**src/rtl/handshake_pkg.sv**
```systemverilog
// Shared definitions for elastic handshake buffers.
// Occupancy encoding for the 2-slot buffers and the default match-counter width.
package handshake_pkg;

  localparam int unsigned OCC_W = 2;

  localparam logic [OCC_W-1:0] EMPTY = 2'd0;
  localparam logic [OCC_W-1:0] ONE   = 2'd1;
  localparam logic [OCC_W-1:0] FULL  = 2'd2;

  localparam int unsigned DEFAULT_CNT_WIDTH = 16;

endpackage : handshake_pkg

```
**src/rtl/handshake_buffer_2slot.sv**
```systemverilog
// Two-entry registered elastic buffer (FIFO order) on valid/ready channels.
// Ports:
//   clk, rst (sync, active-low)
//   in_data/in_valid/in_ready    : upstream channel
//   out_data/out_valid/out_ready : downstream channel
// in_ready and out_valid come straight from flops, so neither channel's
// handshake inputs reach the other channel's handshake outputs combinationally.
module handshake_buffer_2slot
  import handshake_pkg::*;
#(
  parameter int unsigned WIDTH = 1
) (
  input  logic             clk,
  input  logic             rst,
  input  logic [WIDTH-1:0] in_data,
  input  logic             in_valid,
  output logic             in_ready,
  output logic [WIDTH-1:0] out_data,
  output logic             out_valid,
  input  logic             out_ready
);

  logic [1:0][WIDTH-1:0] mem_q, mem_d;
  logic                  wr_ptr_q, wr_ptr_d;
  logic                  rd_ptr_q, rd_ptr_d;
  logic [OCC_W-1:0]      count_q, count_d;
  logic                  in_ready_q, in_ready_d;
  logic                  out_valid_q, out_valid_d;
  logic                  enq_c, deq_c;

  assign enq_c = in_valid && in_ready_q;
  assign deq_c = out_valid_q && out_ready;

  // Next-state: storage, pointers, occupancy and the registered handshake flags.
  always_comb begin
    mem_d    = mem_q;
    wr_ptr_d = wr_ptr_q;
    rd_ptr_d = rd_ptr_q;
    count_d  = count_q;

    if (enq_c) begin
      mem_d[wr_ptr_q] = in_data;
      wr_ptr_d        = ~wr_ptr_q;
    end
    if (deq_c) begin
      rd_ptr_d = ~rd_ptr_q;
    end

    unique case ({enq_c, deq_c})
      2'b10:   count_d = OCC_W'(count_q + 2'd1);
      2'b01:   count_d = OCC_W'(count_q - 2'd1);
      default: count_d = count_q;
    endcase

    // Flags precomputed from next occupancy so they are pure flop outputs.
    in_ready_d  = (count_d != FULL);
    out_valid_d = (count_d != EMPTY);
  end

  always_ff @(posedge clk) begin
    if (!rst) begin
      mem_q       <= '0;
      wr_ptr_q    <= 1'b0;
      rd_ptr_q    <= 1'b0;
      count_q     <= EMPTY;
      in_ready_q  <= 1'b1;
      out_valid_q <= 1'b0;
    end else begin
      mem_q       <= mem_d;
      wr_ptr_q    <= wr_ptr_d;
      rd_ptr_q    <= rd_ptr_d;
      count_q     <= count_d;
      in_ready_q  <= in_ready_d;
      out_valid_q <= out_valid_d;
    end
  end

  assign in_ready  = in_ready_q;
  assign out_valid = out_valid_q;
  assign out_data  = mem_q[rd_ptr_q];

endmodule : handshake_buffer_2slot

```
**src/rtl/handshake_eq_const.sv**
```systemverilog
// Equality-with-constant dataflow unit: each accepted input word produces a
// 1-bit token (ins == CONST_VALUE) through a 2-slot elastic buffer.
// Ports:
//   clk, rst (sync, active-low)
//   ins/ins_valid/ins_ready     : data input channel
//   outs/outs_valid/outs_ready  : 1-bit result channel
//   match_count                 : count of accepted matching tokens
// Build option: define HANDSHAKE_EQ_CONST_CNT_EN to build the match counter;
// otherwise match_count is tied to zero.
module handshake_eq_const
  import handshake_pkg::*;
#(
  parameter int unsigned DATA_WIDTH  = 32,
  parameter logic [31:0] CONST_VALUE = 32'h3F41_4727,
  parameter int unsigned CNT_WIDTH   = DEFAULT_CNT_WIDTH
) (
  input  logic                  clk,
  input  logic                  rst,
  input  logic [DATA_WIDTH-1:0] ins,
  input  logic                  ins_valid,
  output logic                  ins_ready,
  output logic                  outs,
  output logic                  outs_valid,
  input  logic                  outs_ready,
  output logic [CNT_WIDTH-1:0]  match_count
);

  // Constant zero-extended or truncated to the data width.
  localparam logic [DATA_WIDTH-1:0] CONST_ADJ = DATA_WIDTH'(CONST_VALUE);

  logic eq_c;

  assign eq_c = (ins == CONST_ADJ);

  handshake_buffer_2slot #(
    .WIDTH (1)
  ) u_buf (
    .clk       (clk),
    .rst       (rst),
    .in_data   (eq_c),
    .in_valid  (ins_valid),
    .in_ready  (ins_ready),
    .out_data  (outs),
    .out_valid (outs_valid),
    .out_ready (outs_ready)
  );

`ifdef HANDSHAKE_EQ_CONST_CNT_EN
  logic                 enq_c;
  logic [CNT_WIDTH-1:0] match_count_q, match_count_d;

  assign enq_c = ins_valid && ins_ready;

  // Counts at the accept edge, wrapping at 2^CNT_WIDTH.
  always_comb begin
    match_count_d = match_count_q;
    if (enq_c && eq_c) begin
      match_count_d = CNT_WIDTH'(match_count_q + 1'b1);
    end
  end

  always_ff @(posedge clk) begin
    if (!rst) begin
      match_count_q <= '0;
    end else begin
      match_count_q <= match_count_d;
    end
  end

  assign match_count = match_count_q;
`else
  assign match_count = '0;
`endif

endmodule : handshake_eq_const

```
**config.mk**
```make
export PLATFORM = sky130hd
export DESIGN_NAME = handshake_eq_const
export DESIGN_NICKNAME = d
export VERILOG_FILES = /design/src/rtl/handshake_pkg.sv /design/src/rtl/handshake_buffer_2slot.sv /design/src/rtl/handshake_eq_const.sv
export SDC_FILE = /design/constraint.sdc
export NUM_CORES = 1
export LEC_CHECK = 0
export CAP_MARGIN = 20
export CORE_MARGIN = 5
export CORE_UTILIZATION = 28
export DETAILED_ROUTE_END_ITERATION = 16
export HOLD_SLACK_MARGIN = 0.1
export PLACE_DENSITY = 0.78
export SLEW_MARGIN = 20
export SYNTH_ARGS = -nofsm -noshare
export SYNTH_HDL_FRONTEND = slang
export SYNTH_SLANG_ARGS = --single-unit
export TNS_END_PERCENT = 30
```
**constraint.sdc**
```tcl
create_clock -name clk -period 2.3 [get_ports clk]
set_clock_uncertainty 0.05 [all_clocks]
set_input_delay 0.46 -clock clk [delete_from_list [all_inputs] [get_ports clk]]
set_output_delay 0.46 -clock clk [all_outputs]
set_load 0.005 [all_outputs]
```
==> results of run 1 <==
==> kinds of logic (layout without fill, tap and decap cells) <==
group,after synthesis,count (layout),share of synthesized area (%)
buffers and inverters,17,43,23.0
adders and majority gates,1,1,2.33
AOI/OAI and AO/OA,6,6,7.91
and+or+nand+nor,20,20,26.0
xor gates and xnor gates,5,5,8.14
DFF,8,8,29.8
muxes,1,1,2.09
other,1,16,0.697
==> power by group <==
part | switching [mW] | internal, mW
Sequential | 0.0280 | 0.176
Combinational | 0.0860 | 0.146
Clock | 0.0504 | 0.0599
==> flip-flops by register name, summed over array words and instances, names as in the netlist <==
signal and cells:
u_buf.count_q 2, u_buf.wr_ptr_q 1, u_buf.in_ready 1, u_buf.mem_q 2, u_buf.out_valid 1, u_buf.rd_ptr_q 1
==> worst min-delay path: stages, from the launching register on <==
cell	delay (ns)
dfxtp_1	0.31
nand3_1	0.06
o41ai_1	0.06
==> cell type report <==
| cell class | instances | share of cell area (%) |
|---|---|---|
| inverter | 1 | 0.410 |
| timing repair buffer | 39 | 42.3 |
| clock buffer | 3 | 2.46 |
| tap | 25 | 3.42 |
| sequential | 8 | 17.5 |
| multi-input combinational | 49 | 33.9 |
==> synthesized netlist by cell type, types with 2 or more instances <==
library cell,number,area share (%)
and4b_1,2,3.7
buf_4,16,22
dfxtp_1,8,30
nand3_1,3,2.8
nand4_1,2,2.3
nor2_1,3,2.1
nor4b_1,2,3.3
nor4bb_1,2,3.7
o41ai_1,2,3.3
xnor2_1,3,4.9
xor2_1,2,3.3
==> per-layer routing <==
layer	vias to the layer above	GRT usage (%)
li1	266	-
met2	38	21.4
met4	0	2.55
met1	245	9.68
met5	-	0
met3	2	7.76
==> final timing paths <==
check	cells past startpoint	from	to
setup / recovery	5	ins_valid	u_buf.in_ready
hold / removal	2	u_buf.mem_q[0]	u_buf.mem_q[0]
setup reg to reg	4	u_buf.out_valid	u_buf.in_ready
hold reg to reg	2	u_buf.mem_q[0]	u_buf.mem_q[0]
==> through the flow <==
stage	power, mW	util (%)	setup WS (ns)
floorplan	0.341	-	0.522
CTS	0.548	51.4	0.362
finish	0.546	51.4	0.363
global placement	0.427	50.1	0.133
detailed placement	0.435	50.1	0.0947
global route	0.588	51.4	0.312
==> cell usage in the layout (no fill, tap or decap), drive strengths merged <==
cell type,synthesis,layout
and4b,2,2
xnor2,3,3
nand3,3,3
nor4,1,1
conb,1,16
clkbuf,0,3
buf,16,1
nand2,1,1
and2,1,1
a21oi,1,1
nor4bb,2,2
and4,1,1
clkdlybuf4s50,0,38
dfxtp,8,8
xor2,2,2
nand3b,1,1
o21ai,1,1
or3,1,1
nor2,3,3
ha,1,1
o41ai,2,2
nor4b,2,2
nand4,2,2
mux2,1,1
inv,1,1
a211o,1,1
a31oi,1,1
==> summary by stage, run 1 <==
Status
The flow ran to the end, and the final reports show no timing, DRC or antenna violations.

STA
The portion of the clock cycle consumed by the worst path in the final layout is 84.2%. The number of pins with negative max-slew slack in the final report is 0. Setup repair after global routing left no endpoint under its margin. Counting I/O delays and the setup requirement, the final critical path takes 1.94 ns. For this run, the top clock speed supported by timing is 516 MHz. Final hold analysis gives a worst-case slack of 0.426 ns.

Setup violations remaining at the end of the flow were counted as 0. The number of hold violations in the final report is 0. The total negative slack is 0 ns.

Route
In the final routed layout, each cell accounts on average for 13.7 µm. The detail route stage leaves a number of antenna-violating nets equal to 0. The length of routed wiring on met1 is 490 µm. The top layer used by detailed routing is met4. Summed over all nets, wire length on met2 after detailed routing comes to 886 µm. The violation count after the first detailed-routing iteration is 7. The remaining routing DRC violations is 0.

The total met3 wirelength after detailed routing is 328 µm. The via total after detailed routing is 551. After detailed routing, the total wire length is 1710 µm. The number of detailed-routing iterations run before antenna repair is 4. The detailed-route vias per instance is 4.41.

Floorplan
The boundary pin count is 55. The region available for standard cell placement spans 0.00178 mm². The floorplan has 15 rows. The floorplan step defined a die boundary enclosing 0.00290 mm². The effective utilization at floorplan is 30.2%. The die is 53.8 µm tall. The die is 53.8 µm wide.

Logic synthesis
The mapped netlist covers 538 µm². After synthesis, the share of flip-flops with an asynchronous set or reset is 0%. The synthesized instance count is 59. In this run the mean area of a mapped cell was 9.12 µm². During synthesis, Yosys emitted a total of 0 warnings.

Yosys mapped a number of flops with a built-in enable equal to 0. The number of storage elements in the synthesis netlist is 8. The share of synthesized area occupied by flip-flops and latches is 29.8%. The synthesized netlist contains 25 unique library cells. In the synthesized netlist the dominant register cell turns out to be dfxtp_1.

CTS
The clock network latency to the later pin of the worst-skew pair is 0.26 ns. TritonCTS created 3 clock buffers. Hold repair after CTS inserted 0 buffers.

For this design, the sink count on the clock tree is 8. The H-tree depth is 1. Buffers added to address setup during post-CTS repair amount to 0. Counting along the longest clock path gives a buffer depth of 2. The clock root buffer master is clkbuf_4. The CTS clock-pin slew for the worst setup and hold paths is 0.06 ns. The TritonCTS clock tree is yes. The number of gates resized after cts is 0.

Power and ir drop
The leakage power total is 0.372 nW. Power spread over the standard cell area amounts to 596 mW/mm². Across the VDD grid, the largest voltage drop is 476 µV.

Layout
The count of filler cells inserted in the layout is 174. Summing all multi-input logic gate instances after layout gives 310 µm². Cells with a size suffix above 1 make up 6.00% of the layout.

In the final layout, flip-flops and latches occupy 160 µm². The non-filler instance count after layout is 125. From synthesis to final layout, the design area changed by 70.2%. The total number of nets in the final design is 139. With fillers left out, the area of the finished cells amounts to 916 µm². The number of antenna cells inserted is 0.

Place
The placed instance area is 893 µm². The total of buffers placed on input and output ports is 38. The HPWL after detailed placement is 1490 µm. The global placement routability congestion is 0.708. The number of placed instances, taps included, is 122.

Worst hold path
The tightest min-delay check is of the reg -> reg type.

Setup path
The type of the setup path with the least slack is in -> reg. The biggest cell delay along the critical path is 0.50 ns. The worst reg-to-reg setup slack is 0.67 ns. The worst setup path is captured at a register. Data on the critical path is required at its endpoint by 2.40 ns. The largest individual stage delay along the critical path comes from the cell clkdlybuf4s50_1. The critical path goes through clkdlybuf4s50_1 > nand2_1 > ha_1 > or3_4 > a211o_1. The number of buffers and inverters on the critical path is 1. The data arrival time of the worst path is 2.03 ns. In this design, the largest share of critical-path delay is due to buffers and inverters. The highest fanout seen on the critical path is 3. The worst setup path is launched from a primary input.

Global route
The final global-route overflow total is 0. The initial antenna violation count is 0. The maximum number of pins on one net before global-route repair is 9. The total global routing track utilization is 11.4%. The wire length of the first global-routing pass is 2350 µm. The number of global-route vias before repair was 541.

Flow run
Across the run, the number of max-cap violations was 0.
Power figures use the tool's default switching activity.
==> run 2, diff against run 1 <==
- clock period: 2.3 -> 2 ns (I/O delays scaled with it)
==> run 2 against run 1 <==
  * Non-clock buffer count grew 3
  * Routed wire length shrank 0.76%
  * Global-route usage shrank 0.53 points
  * Via count grew 1.8%
  * First-iteration DRC count shrank 86%
  * Critical endpoint is now outs
  * Total power grew 17%
==> summary by stage, run 2 (synthesis gave the netlist of run 1 again) <==
Status
Result of the run: completed (unchanged).

Layout
The total number of nets in the final design was 142 (was 139). The number of antenna cells inserted is 0 (unchanged). The count of filler cells inserted in the layout is 177 (was 174).

Leading cell types in the layout, fill and taps excluded: clkdlybuf4s50_1, conb_1, dfxtp_1 (unchanged). The proportion of layout cells with a drive suffix above 1 came to 8.74% (was 6.00%). The layout overhead on the synthesized area was 74.4% (was 70.2%). The commonest non-fill, non-tap cell in the layout was clkdlybuf4s50_1 (unchanged). Largest regs: u_buf.count_q: 2 flops, u_buf.mem_q: 2 flops (unchanged). The non-filler instance count after layout came to 128 (was 125).

Worst hold path
The worst hold path stage count came to 2 (unchanged). The worst min-delay path startpoint was u_buf.mem_q[0] (unchanged). The endpoint of the worst hold-timing path was u_buf.mem_q[0] (unchanged). The worst hold path class is reg -> reg (unchanged).

STA
The highest attainable clock frequency is 542 MHz. The number of hold violations in the final report was 0 (unchanged). The worst setup slack after layout is 0.154 ns (was 0.363 ns).

Of the available clock period, the critical path in the final layout requires 92.3%. The final critical delay including setup and external delays is 1.85 ns. The setup-violating endpoint count in the final report is 0 (unchanged). The number of pins with negative max-slew slack in the final report was 0 (unchanged). The total negative slack was 0 ns (unchanged). Setup repair after global routing missed its margin: no (unchanged). The worst hold slack is 0.424 ns (was 0.426 ns).

Setup path
The data arrival time of the worst path is 1.40 ns (was 2.03 ns). The capture point of the worst reg-to-reg path is u_buf.in_ready (unchanged). The startpoint type of the worst setup path is a register (was primary input). The worst reg-to-reg setup slack is 0.39 ns (was 0.67 ns). The type of the setup path with the least slack is reg -> out (was in -> reg).

The cell count of the worst reg-to-reg path is 5 (was 4). The startpoint of the worst-slack reg-to-reg timing path is u_buf.out_valid (unchanged). The highest fanout seen on the critical path is 2 (was 3). The critical path capture point type is an output pin (was register). The worst endpoint required time is 1.55 ns (was 2.40 ns).

Floorplan
The placeable core region is 0.00178 mm² (unchanged). The chip width is 53.8 µm (unchanged). The effective utilization at floorplan is 30.2% (unchanged).

The die footprint is 0.00290 mm² (unchanged). The boundary pin count was 55 (unchanged). The y dimension of the die is 53.8 µm (unchanged). The number of rows created at floorplan is 15 (unchanged).

Route
The via total after detailed routing is 561 (was 551). The violation count after the first detailed-routing iteration came to 1 (was 7). The detailed-route vias per instance is 4.38 (was 4.41). The total wire length is 1700 µm (was 1710 µm).

The top layer used by detailed routing is met4 (unchanged). The detailed-routed wire length on met2 came to 876 µm (was 886 µm). The final antenna-violating net count is 0 (unchanged). The remaining routing DRC violations was 0 (unchanged). The total met3 wirelength after detailed routing is 287 µm (was 328 µm). The per-cell routed wire length is 13.3 µm (was 13.7 µm). The length of routed wiring on met1 came to 508 µm (was 490 µm).

The number of detailed-routing iterations run before antenna repair was 2 (was 4).

Global route
The final global-route overflow total is 0 (unchanged). The wire length of the first global-routing pass is 2260 µm (was 2350 µm). The initial antenna violation count is 0 (unchanged). The number of global-route vias before repair was 553 (was 541).

The total global routing track utilization is 10.9% (was 11.4%). The maximum number of pins on one net before global-route repair was 9 (unchanged).

Place
The HPWL after detailed placement is 1510 µm (was 1490 µm). The global placement routability congestion is 0.714 (was 0.708). The total of buffers placed on input and output ports is 38 (unchanged). The pre-CTS setup slack came to -0.0992 ns (was 0.0947 ns). The cell count after placement is 125 (was 122).

CTS
The TritonCTS clock tree is yes (unchanged). The H-tree depth was 1 (unchanged). The maximum buffer depth of the clock tree is 2 (unchanged). The number of buffers created by CTS is 3 (unchanged). The number of buffers added for setup after CTS is 0 (unchanged).

The clock network latency to the later pin of the worst-skew pair is 0.26 ns (about the same). The number of gates resized after cts came to 0 (unchanged). The clock sink count was 8 (unchanged).

The number of buffers inserted for hold repair after clock tree synthesis was 0 (unchanged). The CTS clock-pin slew for the worst setup and hold paths is 0.06 ns (about the same). The clock root buffer master is clkbuf_4 (unchanged).

Power and ir drop
The leakage power total is 0.387 nW (was 0.372 nW). The total power of the final layout is 0.640 mW (was 0.546 mW). The power density relative to cell area is 682 mW/mm² (was 596 mW/mm²).

The peak ir drop on the vdd network is 518 µV (was 476 µV).

Flow run
The number of maximum-capacitance constraint violations is 0 (unchanged).
==> run 2: cell types whose count changed in the layout (fill, tap and decap cells not counted), sizes merged <==
cell	previous run	this run
buf	1	4
==> run 2: worst max-delay path by stage <==
stage                              start             end  slack, ns  depth (start not counted)
after floorplan               outs_ready  u_buf.in_ready       0.28                          4
after global placement        outs_ready  u_buf.in_ready      -0.09                          5
after detailed placement      outs_ready  u_buf.in_ready       -0.1                          6
after CTS                 u_buf.rd_ptr_q            outs       0.14                          2
after global routing      u_buf.rd_ptr_q            outs       0.10                          2
final                     u_buf.rd_ptr_q            outs       0.15                          2
==> run 2: per-layer routing <==
metal	up-vias	GRT usage, %
li1	271	-
met1	251	9.82
met3	3	4.43
met5	-	0
met4	0	5.11
met2	36	20.6
==> run 2: final cells by class <==
cell class                      instances  area [µm²]  area share [%]
Timing Repair Buffer                   42         410            43.7
Clock buffer                            3        22.5            2.40
Inverter                                1        3.75           0.400
Tap cell                               25        31.3            3.33
Multi-Input combinational cell         49         310            33.1
Sequential cell                         8         160            17.1
==> run 2: power by group <==
group	internal (mW)	switching, mW	total (mW)
Sequential	0.202	0.0315	0.233
Combinational	0.178	0.101	0.279
Clock	0.0689	0.0587	0.128
==> run 2: critical path, cell delays in order, from the launching register on <==
cell and delay (ns):
dfxtp_1 0.35, mux2_2 0.34, clkdlybuf4s50_1 0.45
==> run 2: through the flow <==
step	util [%]	area [µm²]
2_1_floorplan	-	594
3_3_place_gp	51.4	916
3_5_place_dp	51.4	916
4_1_cts	52.6	938
5_1_grt	52.6	938
6_report	52.6	938
==> run 3, diff against run 2 <==
- CORE_UTILIZATION: 28 -> 29
- SKIP_CTS_REPAIR_TIMING: default -> 1
- SYNTH_HIERARCHICAL: default -> 1
==> run 3 against run 2 <==
  * Die area is 2.3% higher
  * Total power is 23% lower
  * First-iteration DRC count grew to 10 times the previous value
  * Sequential cell count stayed put
  * Global-route usage is 0.86 points higher
  * Register-to-register slack better by 0.08 ns
  * Largest cell class unchanged
  * Area after synthesis is 6.5% higher
==> summary by stage, run 3 <==
Route
The per-cell routed wire length was 12.6 µm (was 13.3 µm). The remaining routing DRC violations was 0 (unchanged). The violation count after the first detailed-routing iteration is 10 (was 1). The detailed-route vias per instance was 4.24 (was 4.38).

The number of detailed-routing iterations run before antenna repair is 4 (was 2). The via total after detailed routing was 560 (was 561). The final antenna-violating net count is 0 (unchanged). The total wire length is 1670 µm (was 1700 µm).

Logic synthesis
Cells taking the most area after synthesis: dfxtp_1, buf_4, nand4b_1, xnor2_1, nor4bb_1 (was dfxtp_1, buf_4, xnor2_1, and4b_1, nor4bb_1). The cell taking the most area after synthesis is dfxtp_1 (unchanged). The most used flip-flop cell after synthesis is dfxtp_1 (unchanged). The share of synthesized area occupied by flip-flops and latches is 27.9% (was 29.8%). The synthesized instance count is 64 (was 59). The per-instance average area after synthesis is 8.95 µm² (was 9.12 µm²). The number of storage elements in the synthesis netlist is 8 (unchanged). The share of flip-flops with an asynchronous set or reset is 0% (unchanged). The count of warnings emitted by yosys is 6 (was 0). The number of enable flip-flop cells after synthesis is 0 (unchanged). Top cell types by occurrence after synthesis: buf_4, dfxtp_1 (was buf_4, dfxtp_1, nand3_1, nor2_1, xnor2_1). The most instantiated library cell after synthesis is buf_4 (unchanged).

The share of Yosys cell area claimed by the top area cell type was 27.9% (was 29.8%). The total standard cell area after synthesis is 573 µm² (was 538 µm²). The number of distinct library cells after synthesis is 30 (was 25).

Setup path
The worst endpoint required time came to 1.55 ns (about the same). Cell Chain, Critical Path: mux2_2 > clkdlybuf4s50_1 (unchanged). The type of the setup path with the least slack is reg -> out (unchanged). The startpoint type of the worst setup path is a register (unchanged).

The critical path capture point type is an output pin (unchanged). The category of cells accounting for the largest share of critical-path delay is buffers and inverters (unchanged). The buffering stage count on the worst path with inverters included came to 1 (unchanged). The data arrival time of the worst path is 1.40 ns (about the same). The cell with the largest stage delay on the worst path was clkdlybuf4s50_1 (unchanged). The highest fanout seen on the critical path is 2 (unchanged). The biggest cell delay along the critical path is 0.45 ns (about the same).

Floorplan
The placeable core region is 0.00192 mm² (was 0.00178 mm²). The chip width was 54.5 µm (was 53.8 µm). The y dimension of the die was 54.5 µm (was 53.8 µm). The boundary pin count is 55 (unchanged). The number of rows created at floorplan came to 16 (was 15). The die footprint is 0.00296 mm² (was 0.00290 mm²). The effective utilization at floorplan is 29.8% (was 30.2%).

Place
The total of buffers placed on input and output ports came to 38 (unchanged). The placed instance area was 931 µm² (was 916 µm²). The global placement routability congestion is 0.684 (was 0.714).

The HPWL after detailed placement was 1430 µm (was 1510 µm).

Worst hold path
The worst hold path class is reg -> reg (unchanged).

CTS
The H-tree depth is 1 (unchanged). The clock sink count was 8 (unchanged). The number of buffers created by CTS is 3 (unchanged). The CTS clock-pin slew for the worst setup and hold paths came to 0.05 ns (was 0.06 ns). The clock network latency to the later pin of the worst-skew pair is 0.26 ns (about the same). The clock root buffer master is clkbuf_4 (unchanged). The maximum buffer depth of the clock tree was 2 (unchanged). The TritonCTS clock tree was yes (unchanged).

Power and ir drop
The leakage power total was 0.383 nW (was 0.387 nW). The peak ir drop on the vdd network is 446 µV (was 518 µV). The power density relative to cell area is 520 mW/mm² (was 682 mW/mm²). The total power of the final layout came to 0.496 mW (was 0.640 mW).

STA
The final critical delay including setup and external delays came to 1.85 ns (about the same). The highest attainable clock frequency is 541 MHz (was 542 MHz). Setup repair after global routing missed its margin: no (unchanged). The setup-violating endpoint count in the final report is 0 (unchanged).

The number of pins with negative max-slew slack in the final report came to 0 (unchanged). The number of hold violations in the final report came to 0 (unchanged). The portion of the clock cycle consumed by the worst path in the final layout is 92.4% (was 92.3%). The total negative slack is 0 ns (unchanged).

Layout
The layout overhead on the synthesized area is 66.4% (was 74.4%). The number of antenna cells inserted is 0 (unchanged). The cell area after layout was 953 µm² (was 938 µm²). Largest regs: u_buf/count_q: 2 flops, u_buf/mem_q: 2 flops (was u_buf.count_q: 2 flops, u_buf.mem_q: 2 flops). The proportion of layout cells with a drive suffix above 1 is 6.67% (was 8.74%).

The total number of nets in the final design is 144 (was 142). Leading cell types in the layout, fill and taps excluded: clkdlybuf4s50_1, conb_1, dfxtp_1 (unchanged). The commonest non-fill, non-tap cell in the layout is clkdlybuf4s50_1 (unchanged).

Global route
The total global routing track utilization is 11.7% (was 10.9%). The wire length of the first global-routing pass came to 2400 µm (was 2260 µm). The maximum number of pins on one net before global-route repair is 9 (unchanged).

The number of global-route vias before repair was 555 (was 553). The initial antenna violation count is 0 (unchanged). The final global-route overflow total is 0 (unchanged).

Status
Result of the run: completed (unchanged).

Flow run
The number of maximum-capacitance constraint violations came to 0 (unchanged).
## run 3: where the power goes
part | leakage (nW) | switching (mW) | internal [mW]
Combinational | 0.304 | 0.0605 | 0.113
Clock | 0.0138 | 0.0558 | 0.0687
Sequential | 0.0658 | 0.0179 | 0.180
Total | 0.383 | 0.134 | 0.362
## run 3: stage by stage
| step | worst slack [ns] | util (%) | std cells | hold WS (ns) |
|---|---|---|---|---|
| after floorplan | 0.446 | - | 79 | 0.404 |
| after global placement | -0.0263 | 48.4 | 129 | 0.422 |
| after detailed placement | -0.0901 | 48.4 | 129 | 0.431 |
| after CTS | 0.146 | 49.6 | 132 | 0.439 |
| after global routing | 0.117 | 49.6 | 132 | 0.477 |
| final | 0.151 | 49.6 | 132 | 0.436 |
## run 3: final cells by class
| class | count | area, µm² |
|---|---|---|
| fill | 195 | 968 |
| timing repair buffer | 39 | 388 |
| multi-input combinational | 53 | 342 |
| sequential | 8 | 160 |
| tap | 27 | 33.8 |
| clock buffer | 3 | 22.5 |
| inverter | 2 | 7.51 |
## run 3: worst min-delay path, cell delays in order (launching register included)
cell and delay, ns:
dfxtp_1 0.30, o21ai_0 0.06, a21boi_0 0.07
## run 3: logic make-up after synthesis
| group | Yosys count | share of synthesized area, % |
|---|---|---|
| muxes | 2 | 3.71 |
| adders and majority gates | 1 | 2.18 |
| AOI/OAI and AO/OA | 7 | 7.43 |
| xor gates and xnor gates | 4 | 6.11 |
| DFF | 8 | 27.9 |
| other | 1 | 0.654 |
| buffers and inverters | 18 | 22.3 |
| and+or+nand+nor | 23 | 29.7 |
## run 3: per-layer routing
metal	global-route usage (%)	part of all wire, %	up-vias
met4	2.49	0	0
met1	10.2	32	252
met5	0	0	-
met3	5.45	10	0
met2	23.7	58	31
li1	-	-	277
## run 3: worst paths after layout
check	start	cells past startpoint	slack [ns]	to
setup / recovery	u_buf/rd_ptr_q	2	0.15	outs
hold reg to reg	u_buf/mem_q[0]	2	0.44	u_buf/mem_q[0]
setup reg to reg	u_buf/in_ready	5	0.47	u_buf/in_ready
hold / removal	u_buf/mem_q[0]	2	0.44	u_buf/mem_q[0]
